File: src/rtl/rr_grant_arbiter_if.sv
// Request/grant bundle for rr_grant_arbiter.
// The master side drives requests and release; the slave side (the arbiter) returns the grant.
interface rr_grant_arbiter_if #(
    parameter int WIDTH = 16
);
    localparam int IDX_W = (WIDTH > 1) ? $clog2(WIDTH) : 1;

    logic [WIDTH-1:0] req;
    logic             done;
    logic [WIDTH-1:0] grant;
    logic [IDX_W-1:0] grant_idx;
    logic             grant_valid;
    logic             timeout;

    modport master (
        output req,
        output done,
        input  grant,
        input  grant_idx,
        input  grant_valid,
        input  timeout
    );

    modport slave (
        input  req,
        input  done,
        output grant,
        output grant_idx,
        output grant_valid,
        output timeout
    );
endinterface

File: src/rtl/rr_grant_arbiter.sv
// Round-robin grant arbiter with hold-until-release ownership.
// One owner at a time; on release the pointer moves past the owner and the next
// winner (if any) is granted back-to-back.
// Optional hold-time limit: define RR_ARB_TIMEOUT_EN to force a release after
// TIMEOUT cycles of continuous ownership and pulse timeout.
module rr_grant_arbiter #(
    parameter int WIDTH   = 16,
    parameter int TIMEOUT = 64
) (
    input  logic                clk,
    input  logic                rst_n,
    rr_grant_arbiter_if.slave   bus
);
    localparam int IDX_W = (WIDTH > 1) ? $clog2(WIDTH) : 1;
    localparam logic [WIDTH-1:0] ONE_HOT0 = {{(WIDTH-1){1'b0}}, 1'b1};

    typedef enum logic {ST_IDLE, ST_OWNED} state_t;

    state_t           state_q, state_d;
    logic [WIDTH-1:0] grant_q, grant_d;
    logic [IDX_W-1:0] idx_q, idx_d;
    logic             valid_q, valid_d;
    logic [IDX_W-1:0] ptr_q, ptr_d;

    logic             release_w;
    logic             hold_expired;
    logic [IDX_W-1:0] next_ptr;
    logic [IDX_W-1:0] arb_ptr;
    logic [WIDTH-1:0] upper_req;
    logic [WIDTH-1:0] cand_req;
    logic [IDX_W-1:0] win_idx;
    logic             win_found;

    // Owner index plus one, wrapping at the last requester.
    assign next_ptr = (idx_q == IDX_W'(WIDTH - 1)) ? '0 : idx_q + 1'b1;

    // The owner lets go on done, on dropping its request, or when its hold time runs out.
    assign release_w = (state_q == ST_OWNED) &&
                       (bus.done || !bus.req[idx_q] || hold_expired);

    // A releasing arbitration already uses the advanced pointer, so the old owner ranks last.
    assign arb_ptr = release_w ? next_ptr : ptr_q;

    genvar gi;
    generate
        for (gi = 0; gi < WIDTH; gi++) begin : g_upper
            assign upper_req[gi] = bus.req[gi] && (IDX_W'(gi) >= arb_ptr);
        end
    endgenerate

    // Lowest request at or above the pointer, otherwise lowest overall (wrap-around).
    always_comb begin
        cand_req  = (|upper_req) ? upper_req : bus.req;
        win_found = |bus.req;
        win_idx   = '0;
        for (int i = WIDTH - 1; i >= 0; i--) begin
            if (cand_req[i]) begin
                win_idx = IDX_W'(i);
            end
        end
    end

    // Next state and next grant.
    always_comb begin
        state_d = state_q;
        grant_d = grant_q;
        idx_d   = idx_q;
        valid_d = valid_q;
        ptr_d   = ptr_q;
        case (state_q)
            ST_IDLE: begin
                if (win_found) begin
                    state_d = ST_OWNED;
                    grant_d = ONE_HOT0 << win_idx;
                    idx_d   = win_idx;
                    valid_d = 1'b1;
                end
            end
            ST_OWNED: begin
                if (release_w) begin
                    ptr_d = next_ptr;
                    if (win_found) begin
                        grant_d = ONE_HOT0 << win_idx;
                        idx_d   = win_idx;
                        valid_d = 1'b1;
                    end else begin
                        state_d = ST_IDLE;
                        grant_d = '0;
                        idx_d   = '0;
                        valid_d = 1'b0;
                    end
                end
            end
            default: begin
                state_d = ST_IDLE;
                grant_d = '0;
                idx_d   = '0;
                valid_d = 1'b0;
            end
        endcase
    end

    // State, grant and pointer registers.
    always_ff @(posedge clk or negedge rst_n) begin
        if (!rst_n) begin
            state_q <= ST_IDLE;
            grant_q <= '0;
            idx_q   <= '0;
            valid_q <= 1'b0;
            ptr_q   <= '0;
        end else begin
            state_q <= state_d;
            grant_q <= grant_d;
            idx_q   <= idx_d;
            valid_q <= valid_d;
            ptr_q   <= ptr_d;
        end
    end

`ifdef RR_ARB_TIMEOUT_EN
    localparam int CNT_W = $clog2(TIMEOUT);

    logic [CNT_W-1:0] hold_q, hold_d;
    logic             timeout_q, timeout_d;

    // hold_q counts completed cycles of the current grant; TIMEOUT-1 means this is the last one.
    assign hold_expired = (hold_q == CNT_W'(TIMEOUT - 1));

    // Restart the count on every fresh grant; flag releases caused only by the limit.
    always_comb begin
        hold_d    = hold_q;
        timeout_d = 1'b0;
        if (state_q == ST_IDLE) begin
            hold_d = '0;
        end else if (release_w) begin
            hold_d    = '0;
            timeout_d = hold_expired && !bus.done && bus.req[idx_q];
        end else begin
            hold_d = hold_q + 1'b1;
        end
    end

    // Hold counter and timeout pulse registers.
    always_ff @(posedge clk or negedge rst_n) begin
        if (!rst_n) begin
            hold_q    <= '0;
            timeout_q <= 1'b0;
        end else begin
            hold_q    <= hold_d;
            timeout_q <= timeout_d;
        end
    end

    assign bus.timeout = timeout_q;
`else
    assign hold_expired = 1'b0;
    assign bus.timeout  = 1'b0;
`endif

    assign bus.grant       = grant_q;
    assign bus.grant_idx   = idx_q;
    assign bus.grant_valid = valid_q;
endmodule
File: src/flat_wrapper.sv
// flat-port wrapper written by rule: the top's interface ports become plain ports
module rr_grant_arbiter_flat 
#(
    parameter int WIDTH   = 16,
    parameter int TIMEOUT = 64
)
  (clk, rst_n, bus_req, bus_done, bus_grant, bus_grant_idx, bus_grant_valid, bus_timeout);
  rr_grant_arbiter_if #(.WIDTH(WIDTH)) bus_i ();
  input  logic clk;
  input  logic rst_n;
  input wire logic [$bits(bus_i.req)-1:0] bus_req;
  input wire logic [$bits(bus_i.done)-1:0] bus_done;
  output wire logic [$bits(bus_i.grant)-1:0] bus_grant;
  output wire logic [$bits(bus_i.grant_idx)-1:0] bus_grant_idx;
  output wire logic [$bits(bus_i.grant_valid)-1:0] bus_grant_valid;
  output wire logic [$bits(bus_i.timeout)-1:0] bus_timeout;
  assign bus_i.req = bus_req;
  assign bus_i.done = bus_done;
  assign bus_grant = bus_i.grant;
  assign bus_grant_idx = bus_i.grant_idx;
  assign bus_grant_valid = bus_i.grant_valid;
  assign bus_timeout = bus_i.timeout;
  rr_grant_arbiter #(.WIDTH(WIDTH), .TIMEOUT(TIMEOUT)) u_core (.clk(clk), .rst_n(rst_n), .bus(bus_i));
endmodule
File: config.mk
export PLATFORM = sky130hd
export DESIGN_NAME = rr_grant_arbiter_flat
export DESIGN_NICKNAME = d
export VERILOG_FILES = /design/src/rtl/rr_grant_arbiter_if.sv /design/src/rtl/rr_grant_arbiter.sv /design/src/flat_wrapper.sv
export SDC_FILE = /design/constraint.sdc
export NUM_CORES = 1
export LEC_CHECK = 0
export CAP_MARGIN = 20
export CORE_MARGIN = 3
export CORE_UTILIZATION = 35
export CTS_BUF_LIST = sky130_fd_sc_hd__clkbuf_16
export DETAILED_ROUTE_END_ITERATION = 8
export PLACE_DENSITY = 0.55
export SLEW_MARGIN = 20
export SYNTH_ARGS = -nofsm -noshare
export SYNTH_HDL_FRONTEND = slang
export SYNTH_SLANG_ARGS = --single-unit
File: constraint.sdc
create_clock -name clk -period 7.6 [get_ports clk]
set_input_delay 0.76 -clock clk [delete_from_list [all_inputs] [get_ports clk]]
set_output_delay 0.76 -clock clk [all_outputs]
set_load 0.005 [all_outputs]
Word level (Yosys, flattened, before mapping)
Index checks and enable logic that the tools add are counted.
Word-level totals
  logic and storage cells: 85
  input port bits: 19
  flip-flop bits (word level): 26
  output and inout port bits: 22
Cells by class
  bitwise logic cells: 1
  magnitude comparators: 17
  equality and inequality tests: 3
  shift-type cells: 1
  $add $sub $neg: 1
  reduce and logical (&&, ||, !) cells: 22
  muxes and demuxes: 35
Operator list (number)
  4-bit 2-to-1 mux: 21
  16-bit 2-to-1 mux: 4
  4-bit greater-or-equal comparator (first input constant): 8
  16-bit one-hot mux with 2 select lines: 1
  16-bit OR reduction: 2
  1-bit logical AND: 17
  3-bit by 4-bit greater-or-equal comparator with 1-bit output (first input constant): 4
  1-bit by 4-bit << shifter with 16-bit output (first input constant): 1
  1-bit by 4-bit greater-or-equal comparator with 1-bit output (first input constant): 2
  2-bit by 4-bit greater-or-equal comparator with 1-bit output (first input constant): 2
  4-bit one-hot mux with 2 select lines: 1
  4-bit by 5-bit less-than comparator with 1-bit output (second input constant): 1
  1-bit 2-to-1 mux: 5
  4-bit by 1-bit adder with 4-bit output (second input constant): 1
  1-bit binary-select mux with 4-bit select: 1
  4-bit equality test (second input constant): 1
  1-bit one-hot mux with 2 select lines: 2
  2-bit by 1-bit inequality test with 1-bit output (second input constant): 1
  2-bit inequality test (second input constant): 1
  2-bit AND reduction: 1
  1-bit zero test: 1
  1-bit logical OR: 1
  1-bit NOT: 1

Logic depth before layout (Yosys ltp)
Gate-level depths: netlist of the first run.
  depth in word-level cells: 30
  gate-level depth with buffers: 17
  mapped depth without buffers: 13

Worst setup path before layout of the first run
Ideal clock, no wire load.
  path type: input to register
  from: input bus_req[5]
  to: register u_core.grant_q[0] (netlist: u_core.bus.grant[0])
  path buffers: 0
  arrival time: 3.981 ns
  path slack: 3.497 ns
  required time: 7.478 ns
  stages: 12
  library setup time: 0.122 ns
  cells stage by stage: mux4_2 o2111a_2 nor3_4 mux2i_1 inv_1 a21oi_2 nor4_4 o311a_1 nor4bb_1 o22ai_1 and2b_1 a32o_1
On the way
  cells in the longest elaborated chain, start to end: 30
  elaborated cells on any way between the ends: 65
  those cells by class: 16 x order compare; 2 x eq/ne; 1 x shift; 24 x mux; 22 x reduce/logical
RTL lines
  from (decl): RTL line flat_wrapper.sv:11  | input wire logic [$bits(bus_i.req)-1:0] bus_req;
  1-bit binary-select mux with 4-bit select: RTL line rr_grant_arbiter.sv:39  | (bus.done || !bus.req[idx_q] || hold_expired);
  1-bit 2-to-1 mux (not written as such): RTL line rr_grant_arbiter.sv:39
  1-bit zero test: RTL line rr_grant_arbiter.sv:39
  1-bit logical OR: RTL line rr_grant_arbiter.sv:39
  1-bit logical AND: RTL line rr_grant_arbiter.sv:38  | assign release_w = (state_q == ST_OWNED) &&
  4-bit 2-to-1 mux: RTL line rr_grant_arbiter.sv:42  | assign arb_ptr = release_w ? next_ptr : ptr_q;
  1-bit by 4-bit greater-or-equal comparator with 1-bit output, or another cell as far along: RTL line rr_grant_arbiter.sv:47  | assign upper_req[gi] = bus.req[gi] && (IDX_W'(gi) >= arb_ptr);
  1-bit logical AND: RTL line rr_grant_arbiter.sv:47
  16-bit OR reduction: RTL line rr_grant_arbiter.sv:53  | cand_req = (|upper_req) ? upper_req : bus.req;
  16-bit 2-to-1 mux: RTL line rr_grant_arbiter.sv:53
  4-bit 2-to-1 mux (16 in series): RTL line rr_grant_arbiter.sv:57  | if (cand_req[i]) begin
  1-bit by 4-bit << shifter with 16-bit output: RTL line rr_grant_arbiter.sv:74, rr_grant_arbiter.sv:83
  16-bit 2-to-1 mux: RTL line rr_grant_arbiter.sv:82  | if (win_found) begin
  16-bit 2-to-1 mux: RTL line rr_grant_arbiter.sv:80  | if (release_w) begin
  16-bit one-hot mux with 2 select lines: RTL line rr_grant_arbiter.sv:70  | case (state_q)
  to (signal assigned): RTL line rr_grant_arbiter.sv:113  | grant_q <= grant_d;
  to (decl): RTL line rr_grant_arbiter.sv:20  | logic [WIDTH-1:0] grant_q, grant_d;
Several ways; a longest one is shown, not always the timed one. The select of a mux whose other input is x is not followed.
A chain may end at the register's enable or synchronous reset.

Final worst setup path of the first run
  from: input bus_req[0]
  to: register u_core.grant_q[6] (netlist: u_core.bus.grant[6])
The elaborated chain is that of the path after synthesis.

==> impl_results.md, run 1 <==
- Synth warn: 0
- Final Max Slew Viols: 0
- Core area: 6390 um2
- Min-Delay Path Depth: 1
- Worst Path Required: 7750 ps
- Worst Max-Slew Pin Slew: approximately 1000 ps
- FILL cells: ~660
- Syn nets: 303
- Worst Min Path Start: u_core.bus.grant[13]$_DFFE_PN0P_
- Mean post-synth cell area: 8.18 um2
- Die ar.: 7630 um2
- Max Root-Sink Buffers: 2
- CTS tree: done
- Synth cell types: 67
- # Post-CTS Setup Buffers: 0
- Status: completed
- DR vias: 2442
- Synth Flop Type: dfrtp_1
- CTS clk-pin slew, worst paths: ~60 ps
- Aggregate global routing overflow: 0
- Reg-to-reg endpoint: u_core.bus.grant[6]$_DFFE_PN0P_
- PD cells: 458 nW/um2
- CTS buffer count: 3
- Lkg Pwr: roughly 1.1 nW
- Die Wd: between 80 and 90 um
- Reg2Reg Setup Slack: 1940 ps
- Pre-CTS setup slack: 1540 ps
- Most frequent cells in the layout: clkdlybuf4s50_1 (39), nor2_1 (28), dfrtp_1 (26)
- Max-Cap Viols: 0
- Post-route setup TNS: 0 ps
- Post-CTS Hold Buffers: 0
- Worst Path Class, Setup: in2reg
- Layout Skew: 1.97 ps
- Async SR Flop Fraction: between 90% and 100%
- CTS sink cnt: 26
- Vias in the first global route: 2292
- Synthesized instance count: 283
- # IOs: 41
- Final min period: around 6000 ps
- FF-to-FF path depth: 11
- WL per Instance: 20.0 um
- H-tree level count: 1
- Hold EP: u_core.bus.grant[13]$_DFFE_PN0P_
- Synthesis-to-layout area growth: 21.1%
- Seq/Total Area, Yosys: 28.1%
- Placer Congestion: approximately 0.92
- Hpwl dp: 5.86 mm
- Post-DR vias/cell: 6.33
- RSZ-0062 raised after global routing: false
- IO buf count: 39
- CP max FO: 19
- Min-delay worst type: reg2reg
- Drt drc: 0
- Reg2reg start: u_core.bus.grant_idx[0]$_DFFE_PN0P_
- Placed Area: 2730 um2
- Initial antenna violation count: 0
- Critical Path End Type: register
- Period utilization: 77.6%
- First drt pass iteration count: 5
- Antenna-violating nets left: 0
- Non-Filler Cell Area, Final: 2810 um2
- First-pass GRT wire length: between 10 and 15 mm
- Max_slew headroom: 31.9%
- Fin nets: 330
- Yosys reg bits: 26
- Critical path arrival: between 6000 and 7000 ps
- Crit. Startpoint: bus_req[0]
- Root Buffer: clkbuf_16
- Initial Utilization: approximately 36%
- Max Fclk: 0.170 GHz
- Hold slack: 491 ps
- Worst skew pair latency: 260 ps
- Mapped Area: 2320 um2
- Fraction of layout cells with a size suffix above 1: 8.09%
- Overall power: between 0.001 and 0.0015 W
- Post-CTS resize count: 0
- Largest net degree at the start of global routing: 27
- Commonest non-fill, non-tap cell in the layout: clkdlybuf4s50_1
- Tot GR Track Use: 20.7%
- Rows: 29
- Height of the die: 87.3 um
- Count of final setup violators: 0
- Final Hold Fails: 0
- VDD IR max: 0.000205 V
- PnR worst setup slack: around 1700 ps
- Initial DRC count: 315
- Worst setup SP type: primary input
- EDFF count, synth: 0
- Routed Wire Length: 7.73 mm
- N_diodes: 0
## report_power, final
part           switching (W)  leakage (nW)  total [W]  internal, W
clock network      0.0000452        0.0385   0.000116    0.0000704
registers          0.0000844         0.335   0.000266     0.000182
logic               0.000545         0.749   0.000902     0.000357
## cells in the mapped netlist (all sizes together), types with 8 or more instances
cell type	n	area, um2
a31oi	9	62.6
clkbuf	13	48.8
o21ai	14	73.8
a32o	9	90.1
a22o	8	70.1
nand3	13	65.1
nand2	24	90.1
nor3	9	56.3
inv	13	48.8
nor2	29	116
a21oi	18	93.8
dfrtp	26	651
## stage by stage
step	instances	util [%]
after global placement	382	42.7
after CTS	386	43.9
final	386	43.9
after floorplan	283	-
after global routing	386	43.9
after detailed placement	382	42.7
## final cells by class
cell class	count	area [um2]	share of cell area, %
multi-input cells	225	1530	54.4
flip-flops and latches	26	651	23.2
repair buffers	41	405	14.5
well taps	77	96.3	3.43
clock buffers	3	75.1	2.68
inverters	13	48.8	1.74
clock inverters	1	3.75	0.134
## state kept, by name, summed over array words and instances, names as in the netlist
name / count
u_core.bus.grant: 16
u_core.bus.grant_idx: 4
u_core.bus.grant_valid: 1
u_core.ptr_q: 4
u_core.state_q: 1
## metal layers
layer | vias up | track usage (%) | part of all wire (%)
met5 | - | 0 | 0
met4 | 0 | 4.04 | 1.1
met3 | 12 | 3.69 | 7.9
met2 | 115 | 30.3 | 45
met1 | 1167 | 31.6 | 46
li1 | 1148 | - | -
## logic make-up (layout without fill, tap and decap cells)
kind of cell | Yosys count | count (layout) | share of synthesized area (%)
AND/OR/NAND/NOR | 104 | 104 | 23.3
adder cells (fa/ha/maj) | 2 | 2 | 0.972
other | 1 | 1 | 0.162
multiplexers | 11 | 11 | 5.94
buffers and inverters | 32 | 58 | 6.05
flip-flops | 26 | 26 | 28.1
AO/OA/AOI/OAI | 106 | 106 | 35.1
XOR/XNOR | 1 | 1 | 0.378
## worst max path at each step
| stage | to | depth (start not counted) |
|---|---|---|
| final | u_core.bus.grant[6]$_DFFE_PN0P_ | 12 |
| after global routing | u_core.bus.grant[6]$_DFFE_PN0P_ | 12 |
| after CTS | u_core.bus.grant[6]$_DFFE_PN0P_ | 12 |
| after detailed placement | u_core.bus.grant[6]$_DFFE_PN0P_ | 12 |
| after global placement | u_core.bus.grant[6]$_DFFE_PN0P_ | 12 |
| after floorplan | u_core.bus.grant[0]$_DFFE_PN0P_ | 12 |
## critical path, stage by stage
cell and delay (ps):
clkdlybuf4s50_1 580, mux4_2 550, o2111a_2 310, nor3_4 630, mux2i_1 400, a221o_1 500
nor4_4 690, o311a_1 280, nor2_1 50, a21oi_1 800, nor2_1 230, a22o_1 270
No activity file was read; power rests on OpenSTA's default activity.
==> inputs of run 2 (changes only) <==
- clock period: 7.6 -> 6.07 ns (I/O delays scaled with it)
==> impl_results.md, run 2 (synthesis results as in run 1) <==
- # IOs: 41 (unchanged)
- Routed Wire Length: 7.91 mm (+2.4%)
- N_diodes: 0 (unchanged)
- Status: completed
- Worst Path Class, Setup: reg2reg
- VDD IR max: 0.000326 V (+59%)
- Critical Path End Type: register
- Final Hold Fails: 0 (unchanged)
- Critical path arrival: 5120 ps (-920 ps)
- Final Max Slew Viols: 0 (unchanged)
- CTS buffer count: 3 (unchanged)
- PD cells: 592 nW/um2 (+29%)
- Initial antenna violation count: 0 (unchanged)
- Count of final setup violators: 0 (unchanged)
- CTS clk-pin slew, worst paths: 60 ps (about the same)
- Tot GR Track Use: 21.3% (+0.56 points)
- CTS tree: done
- Multi-input logic area: 1530 um2 (unchanged)
- Post-Route Utilization: 45.0% (+1.1 points)
- CP Cell Sequence: ha_1 -> xor2_1 -> nand3_1 -> o41ai_1 -> a2bb2oi_1 -> a221o_1 -> nor4_4 -> buf_4 -> o311a_1 -> nor4bb_1 -> o22ai_1 -> nor2_1 -> a32o_1
- Rows: 29 (unchanged)
- Fraction of layout cells with a size suffix above 1: 10.2% (+2.1 points)
- Non-Filler Cell Area, Final: 2880 um2 (+2.5%)
- CP max stage cell: dfrtp_1
- Commonest non-fill, non-tap cell in the layout: clkdlybuf4s50_1
- Final min period: between 4000 and 5000 ps
- Hold EP: u_core.bus.grant[4]$_DFFE_PN0P_
- DR vias: 2532 (+3.7%)
- CP max FO: 17 (-2)
- Max Fclk: 0.201 GHz
- IO buf count: 39 (unchanged)
- Initial Utilization: 36.3% (unchanged)
- Reg-to-reg endpoint: u_core.bus.grant[5]$_DFFE_PN0P_
- Critical Path Max Stage Delay: 760 ps (-40 ps)
- Antenna-violating nets left: 0 (unchanged)
- Core area: 6390 um2 (unchanged)
- First drt pass iteration count: 5 (unchanged)
- Worst Path Required: 6220 ps (-1530 ps)
- Worst Max-Slew Pin Slew: 651 ps (-370 ps)
- Max Root-Sink Buffers: 2 (unchanged)
- Height of the die: 87.3 um (unchanged)
- Lkg Pwr: 1.16 nW (+3.7%)
- Reg2Reg Setup Slack: 1100 ps (-840 ps)
- Worst Min Path Start: u_core.bus.grant[4]$_DFFE_PN0P_
- Min-delay worst type: reg2reg
- Register Area: 651 um2 (unchanged)
- Drt drc: 0 (unchanged)
- Placed Area: 2770 um2 (+1.7%)
- Most frequent cells in the layout: clkdlybuf4s50_1 (39), nor2_1 (28), dfrtp_1 (26)
- Worst setup SP type: register
- WL per Instance: 20.2 um (+0.83%)
- Period utilization: 81.8%
- Vias in the first global route: 2343 (+2.2%)
- Root Buffer: clkbuf_16
- H-tree level count: 1 (unchanged)
- RSZ-0062 raised after global routing: false
- CTS sink cnt: 26 (unchanged)
- Post-CTS resize count: 0 (unchanged)
- Aggregate global routing overflow: 0 (unchanged)
- FILL cells: 641 (-3.3%)
- Number of flip-flops under the largest register name: 16 (unchanged)
- Synthesis-to-layout area growth: 24.2%
- Initial DRC count: 353 (+12%)
- # Post-CTS Setup Buffers: 0 (unchanged)
- Post-route setup TNS: 0 ps (unchanged)
- Reg2reg start: u_core.bus.grant_idx[0]$_DFFE_PN0P_
- Placer Congestion: 0.943 (+2.1%)
- Hpwl dp: 6.02 mm (+2.8%)
- Worst skew pair latency: 260 ps (about the same)
- Max_slew headroom: 56.6% (+25 points)
- Post-DR vias/cell: 6.46 (+2.1%)
- Min-Delay Path Depth: 1 (unchanged)
- Layout Skew: 2.47 ps (+0.501 ps)
- Largest net degree at the start of global routing: 27 (unchanged)
- FF-to-FF path depth: 13 (+2)
- Die ar.: 7630 um2 (unchanged)
- Post-CTS Hold Buffers: 0 (unchanged)
- Max-Cap Viols: 0 (unchanged)
- Die Wd: 87.3 um (unchanged)
- First-pass GRT wire length: 12.9 mm (+4.1%)
- Fin nets: 336 (+1.8%)
==> run 2: cell count changes in the layout (fill, tap and decap cells not counted), sizes merged <==
cell    delta
bufinv     +1
clkinv     -1
buf        +6
==> run 2: cell type report <==
| class | count | share of cell area (%) |
|---|---|---|
| flip-flops and latches | 26 | 22.6 |
| clock inverters | 1 | 1.04 |
| well taps | 77 | 3.35 |
| inverters | 13 | 1.70 |
| repair buffers | 47 | 15.7 |
| multi-input cells | 225 | 53.0 |
| clock buffers | 3 | 2.61 |
==> run 2: worst max-delay path by stage <==
stage / from / end / cells past startpoint
final: u_core.bus.grant_idx[0]$_DFFE_PN0P_ / u_core.bus.grant[5]$_DFFE_PN0P_ / 13
after global placement: bus_req[0] / u_core.bus.grant[12]$_DFFE_PN0P_ / 13
after global routing: u_core.bus.grant_idx[0]$_DFFE_PN0P_ / u_core.bus.grant[5]$_DFFE_PN0P_ / 13
after floorplan: bus_req[5] / u_core.bus.grant[0]$_DFFE_PN0P_ / 12
after CTS: u_core.bus.grant_idx[0]$_DFFE_PN0P_ / u_core.bus.grant[5]$_DFFE_PN0P_ / 13
after detailed placement: bus_req[11] / u_core.bus.grant[5]$_DFFE_PN0P_ / 13
==> run 2: worst max-delay path, delay by kind of cell (launching register included) <==
| family | cells | cell delay, ps |
|---|---|---|
| adders and majority gates | 1 | 360 |
| AOI/OAI and AO/OA | 6 | 1900 |
| DFF | 1 | 760 |
| buffers and inverters | 1 | 240 |
| and+or+nand+nor | 4 | 1050 |
| xor gates and xnor gates | 1 | 540 |
==> run 2: where the power goes <==
group	total, W	switching (W)	internal [W]	leakage (nW)
clock	0.000192	0.0000612	0.000131	0.0511
sequential	0.000336	0.000108	0.000228	0.335
combinational	0.00117	0.000696	0.000477	0.778
total	0.00170	0.000865	0.000836	1.16
==> run 2: through the flow <==
step / power, W / setup slack [ps] / instances / hold WS [ps]
after floorplan: 0.00112 / 2120 / 283 / 311
after global placement: 0.00151 / 1010 / 388 / 486
after detailed placement: 0.00148 / 939 / 388 / 490
after CTS: 0.00168 / 1170 / 392 / 507
after global routing: 0.00185 / 733 / 392 / 516
final: 0.00170 / 1100 / 392 / 499
==> run 2: per-layer routing <==
metal	up-vias	GRT usage (%)	part of all wire, %	wire [um]
li1	1159	-	-	-
met1	1188	33.0	45	3530
met2	167	29.8	44	3500
met3	18	4.35	9.3	733
met4	0	4.88	1.9	151
met5	-	0	0	0
